[config.mk]
export PLATFORM = sky130hd
export DESIGN_NAME = rom_read_arbiter
export DESIGN_NICKNAME = d
export VERILOG_FILES = /design/src/rtl/rom_read_arbiter.sv
export SDC_FILE = /design/constraint.sdc
export NUM_CORES = 1
export LEC_CHECK = 0
export CAP_MARGIN = 20
export CORE_MARGIN = 5
export CORE_UTILIZATION = 41
export DETAILED_ROUTE_END_ITERATION = 6
export PLACE_DENSITY = 0.79
export RECOVER_POWER = 25
export REMOVE_ABC_BUFFERS = 1
export SLEW_MARGIN = 20
export SYNTH_ARGS = -nofsm -noshare
export SYNTH_HDL_FRONTEND = slang
export SYNTH_SLANG_ARGS = --single-unit
[constraint.sdc]
create_clock -name clk -period 2.6 [get_ports clk]
set_input_delay 0.78 -clock clk [delete_from_list [all_inputs] [get_ports clk]]
set_output_delay 0.78 -clock clk [all_outputs]
set_load 0.01 [all_outputs]
[src/rtl/rom_read_arbiter.sv]
// rom_read_arbiter
//
// Lets two requesters share one synchronous single-port ROM that has a
// 1-cycle registered read. At most one read is accepted per cycle. When both
// ports request in the same cycle, a round-robin pointer decides the winner.
// Each accepted read carries a port tag through a two-stage pipeline. That
// pipeline lines up with the ROM's read latency, so the returned word goes back
// to the port that issued the read, as a one-cycle rvalid pulse.
//
// Ports
//   clk               single clock, all state changes on the rising edge
//   reset             synchronous active-high reset
//   req0/req1         read request, held with its address until acked
//   addr0/addr1       read address (AW bits)
//   ack0/ack1         combinational, request accepted this cycle
//   rvalid0/rvalid1   registered one-cycle pulse, rdataN is valid
//   rdata0/rdata1     read data, holds its last value between pulses
//   rom_add           registered address driven to the ROM
//   rom_data          ROM data output (registered inside the ROM)
module rom_read_arbiter #(
    parameter int AW = 12,
    parameter int DW = 8
) (
    input  logic          clk,
    input  logic          reset,
    input  logic          req0,
    input  logic [AW-1:0] addr0,
    output logic          ack0,
    output logic          rvalid0,
    output logic [DW-1:0] rdata0,
    input  logic          req1,
    input  logic [AW-1:0] addr1,
    output logic          ack1,
    output logic          rvalid1,
    output logic [DW-1:0] rdata1,
    output logic [AW-1:0] rom_add,
    input  logic [DW-1:0] rom_data
);

    // last_reg holds the port that won the most recent transfer. Its reset
    // value is 1, so port 0 wins the first conflict after reset.
    logic          last_reg;
    logic          last_next;
    logic [AW-1:0] rom_add_reg;
    logic [AW-1:0] rom_add_next;
    logic          s1_v_reg;
    logic          s1_v_next;
    logic          s1_id_reg;
    logic          s1_id_next;
    logic          s2_v_reg;
    logic          s2_id_reg;

    logic          xfer;
    logic          win_id;

    // Grant logic depends only on the requests and the pointer. rom_data has
    // no path into the acks.
    always_comb begin
        ack0 = 1'b0;
        ack1 = 1'b0;
        if (!reset) begin
            ack0 = req0 & (~req1 | last_reg);
            ack1 = req1 & (~req0 | ~last_reg);
        end
    end

    assign xfer   = ack0 | ack1;
    assign win_id = ack1;

    always_comb begin
        last_next    = last_reg;
        rom_add_next = rom_add_reg;
        s1_v_next    = 1'b0;
        s1_id_next   = s1_id_reg;
        if (xfer) begin
            last_next    = win_id;
            rom_add_next = win_id ? addr1 : addr0;
            s1_v_next    = 1'b1;
            s1_id_next   = win_id;
        end
    end

    // Issue stage (rom_add, s1) and wait stage (s2). The ROM registers its
    // data during the wait stage, so s2 and rom_data line up.
    always_ff @(posedge clk) begin
        if (reset) begin
            last_reg    <= 1'b1;
            rom_add_reg <= '0;
            s1_v_reg    <= 1'b0;
            s1_id_reg   <= 1'b0;
            s2_v_reg    <= 1'b0;
            s2_id_reg   <= 1'b0;
        end else begin
            last_reg    <= last_next;
            rom_add_reg <= rom_add_next;
            s1_v_reg    <= s1_v_next;
            s1_id_reg   <= s1_id_next;
            s2_v_reg    <= s1_v_reg;
            s2_id_reg   <= s1_id_reg;
        end
    end

    assign rom_add = rom_add_reg;

    // Return stage, one copy per port. Only the port named by the s2 tag
    // captures rom_data. Its pulse lasts exactly one cycle because the pulse
    // is recomputed on every edge.
    generate
        for (genvar gi = 0; gi < 2; gi++) begin : gen_port
            localparam logic PORT_ID = 1'(gi);
            logic          rvalid_reg;
            logic          rvalid_next;
            logic [DW-1:0] rdata_reg;

            assign rvalid_next = s2_v_reg & (s2_id_reg == PORT_ID);

            always_ff @(posedge clk) begin
                if (reset) begin
                    rvalid_reg <= 1'b0;
                    rdata_reg  <= '0;
                end else begin
                    rvalid_reg <= rvalid_next;
                    if (rvalid_next) begin
                        rdata_reg <= rom_data;
                    end
                end
            end
        end
    endgenerate

    assign rvalid0 = gen_port[0].rvalid_reg;
    assign rdata0  = gen_port[0].rdata_reg;
    assign rvalid1 = gen_port[1].rvalid_reg;
    assign rdata1  = gen_port[1].rdata_reg;

endmodule

==> results of run 1 <==
[what timing repair did]
action	in CTS	in global routing
hold endpoints to repair	0	0
resized for setup	3	2
buffers inserted	0	0
endpoints found under the setup margin	2	2
pin swaps	0	0
[layout make-up]
class,count,share of cell area [%]
Multi-Input combinational cell,90,27.19
Tap cell,46,2.617
Inverter,12,2.048
Clock inverter,1,0.2275
Sequential cell,35,31.85
Timing Repair Buffer,77,33.73
Clock buffer,6,2.332
[Yosys cell counts]
| master | count |
|---|---|
| a2111oi_0 | 3 |
| a2111oi_2 | 9 |
| a21oi_1 | 17 |
| a221o_1 | 12 |
| and3b_1 | 1 |
| and3b_4 | 1 |
| buf_1 | 1 |
| buf_2 | 7 |
| buf_4 | 2 |
| buf_6 | 1 |
| clkbuf_1 | 3 |
| dfxtp_1 | 35 |
| inv_1 | 12 |
| nand2_1 | 26 |
| nand2b_1 | 3 |
| nand3_1 | 8 |
| nor2_1 | 3 |
| nor2_2 | 1 |
| nor2b_1 | 3 |
| nor3_1 | 1 |
| o21ai_0 | 1 |
| o21bai_1 | 1 |
[per-stage QoR]
step / power (uW) / instances / util (%) / TNS (ns)
finish: 1093 / 267 / 65.92 / 0
global route: 1147 / 267 / 65.92 / 0
CTS: 1102 / 267 / 65.99 / 0
detailed placement: 809.7 / 260 / 64.34 / -0.4907
global placement: 805.8 / 260 / 64.34 / -0.4737
floorplan: 663.0 / 137 / - / 0
[power groups by stage]
stage	logic [uW]	clock network (uW)	registers, uW
3_5_place_dp	215	0	595
5_1_grt	229	330	588
4_1_cts	215	304	583
3_3_place_gp	212	0	594
6_report	213	297	583
2_1_floorplan	59.3	0	604
[logic make-up (layout without fill, tap and decap cells)]
logic type             after synthesis  in the layout  share of synthesized area (%)
buffers and inverters               26             96                          8.545
and+or+nand+nor                     47             47                          15.42
DFF                                 35             35                          49.34
AOI/OAI and AO/OA                   43             43                          26.70
[worst register-to-register path, stage by stage, from the launching register on]
cell	delay [ns]
dfxtp_1	0.35
nand2_1	0.08
buf_4	0.20
a2111oi_0	0.54
a221o_1	0.18
[metal layers]
| metal | up-vias | global-route usage [%] | routed length, um |
|---|---|---|---|
| met5 | - | 0 | 0 |
| met3 | 10 | 6.321 | 388 |
| met1 | 601 | 19.66 | 1629 |
| met2 | 76 | 27.74 | 1625 |
| li1 | 673 | - | - |
| met4 | 0 | 9.002 | 109 |
[final timing paths]
kind / slack (ns) / end / start
setup / recovery: 0.06 / ack0 / reset
hold reg to reg: 0.45 / s2_v_reg / s1_v_reg
setup reg to reg: 1.20 / rom_add[1] / last_reg
hold / removal: 0.45 / s2_v_reg / s1_v_reg
==> summary.txt, run 1 <==
buffer levels on the longest clock path -> 2
r2r worst-path depth -> 4
instance count on the critical path -> 3
H-tree depth -> 2
WS Path Type -> primary input to primary output
Final Hold Vio Count -> 0
Peak VDD IR -> 0.2928 mV
cts bufs inserted -> 5
Post-Syn Area -> 1420 um^2
I/O Buffers -> 67
initial DRC count -> 92
vias in the first global route -> 1,375
Hold Crit Class -> flip-flop to flip-flop
fill count -> 286
Largest stage delay, worst path -> 0.52 ns
Sequential Power Share -> 53.4%
YS warnings -> 0
worst path required time -> 1.82 ns
final setup fails -> 0
initial antenna violation count -> 0
Pint -> 816.6 uW
max reg flops -> 12
final WL -> 3.752 mm
final RePlAce weighted congestion -> 0.7457
Final Instance Area -> 2200 um^2
status -> finished, final reports clean
library cells used by synthesis -> 22
Starting Density -> 42.56%
drt wl/cell -> 14.05 um
top area cells in the synthesized netlist -> dfxtp_1 49%, a2111oi_2 9.5%, a221o_1 8.5%
most frequent cells in the layout -> 64 x clkdlybuf4s50_1, 35 x dfxtp_1, 26 x nand2_1
pin count of the biggest net entering global routing -> 25
Clk pwr share -> 27.2%
Storage cell area -> 700.7 um^2
sequential cell area fraction in the yosys report -> 49.34%
Mapped Cells -> 151
Logic pwr share -> 19.4%
grt total ovfl -> 0
P&R area growth vs syn -> 54.89%
Total GRT Usage -> 17.15%
CTS Root Cell -> clkbuf_4
final setup margin -> 0.06425 ns
Yosys top cell by area -> dfxtp_1
Max-Cap Viols -> 0
Rel. slew slack -> 65.32%
sw power -> 276.6 uW
clock tree sinks -> 35
core region area -> 3337 um^2
Worst Path Arrival -> 1.76 ns
Total Die Area -> 4741 um^2
drt pass-1 iters -> 4
multi-input combinational cell area -> 598.1 um^2
Pleak -> 0.0008343 uW
IO Pins -> 68
Die Ht -> 68.86 um
commonest non-fill, non-tap cell in the layout -> clkdlybuf4s50_1
vias per std cell -> 5.094
Worst-Margin Slew -> 0.5071 ns
CTS tree -> built
share of cells above drive strength 1 -> 13.12%
Worst Path Max Fanout -> 4
hold-fix buffers at CTS -> 0
Buf+Inv Stages, Crit Path -> 2
per-instance average area after synthesis -> 9.405 um^2
sw frac -> 25.30%
Post-Route Skew -> 0.005245 ns
CP delay by family, top -> buffers and inverters
slowest stage cell, crit path -> clkdlybuf4s50_1
Final Slew Violations -> 0
pwr dens -> 497.0 nW/um^2
floorplan row count -> 21
Worst Setup Slack post-DPL -> -0.2920 ns
first-pass GRT wire length -> 6.037 mm
Min Clock Period, post-route -> 2.536 ns
Vias -> 1,360
DRC viols -> 0
RSZ-0062 raised after global routing -> false
Ant. Diodes -> 0
synthesized flop and latch total -> 35
Hold Path Depth -> 1
Nets -> 257
Worst-path clk slew -> 0.10 ns
Highest Clock Rate -> 0.3944 GHz
HPWL Detailed -> 2.979 mm
cells along the critical path -> clkdlybuf4s50_1 -> and3b_1 -> dlygate4sd2_1
ANT nets after route -> 0
Post-DP Area -> 2147 um^2
CP endpoint kind -> primary output
period utilisation layout -> 97.53%
top-area cell type share of the netlist area -> 49.34%
Die X -> 68.86 um
worst hold slack -> 0.4490 ns
startpoint types -> primary input
Skew-Pair Late Insertion Delay -> 0.33 ns
No activity file was read; power rests on OpenSTA's default activity.
==> run 2, diff against run 1 <==
CTS_CLUSTER_SIZE = 8   (was not set)
==> results of run 2 <==
Same layout as run 1: the final DEF is identical, and so are final timing and power.
==> run 3, diff against run 2 <==
CAP_MARGIN = not set   (was 20)
==> results of run 3 <==
Same layout as run 1: the final DEF is identical, and so are final timing and power.
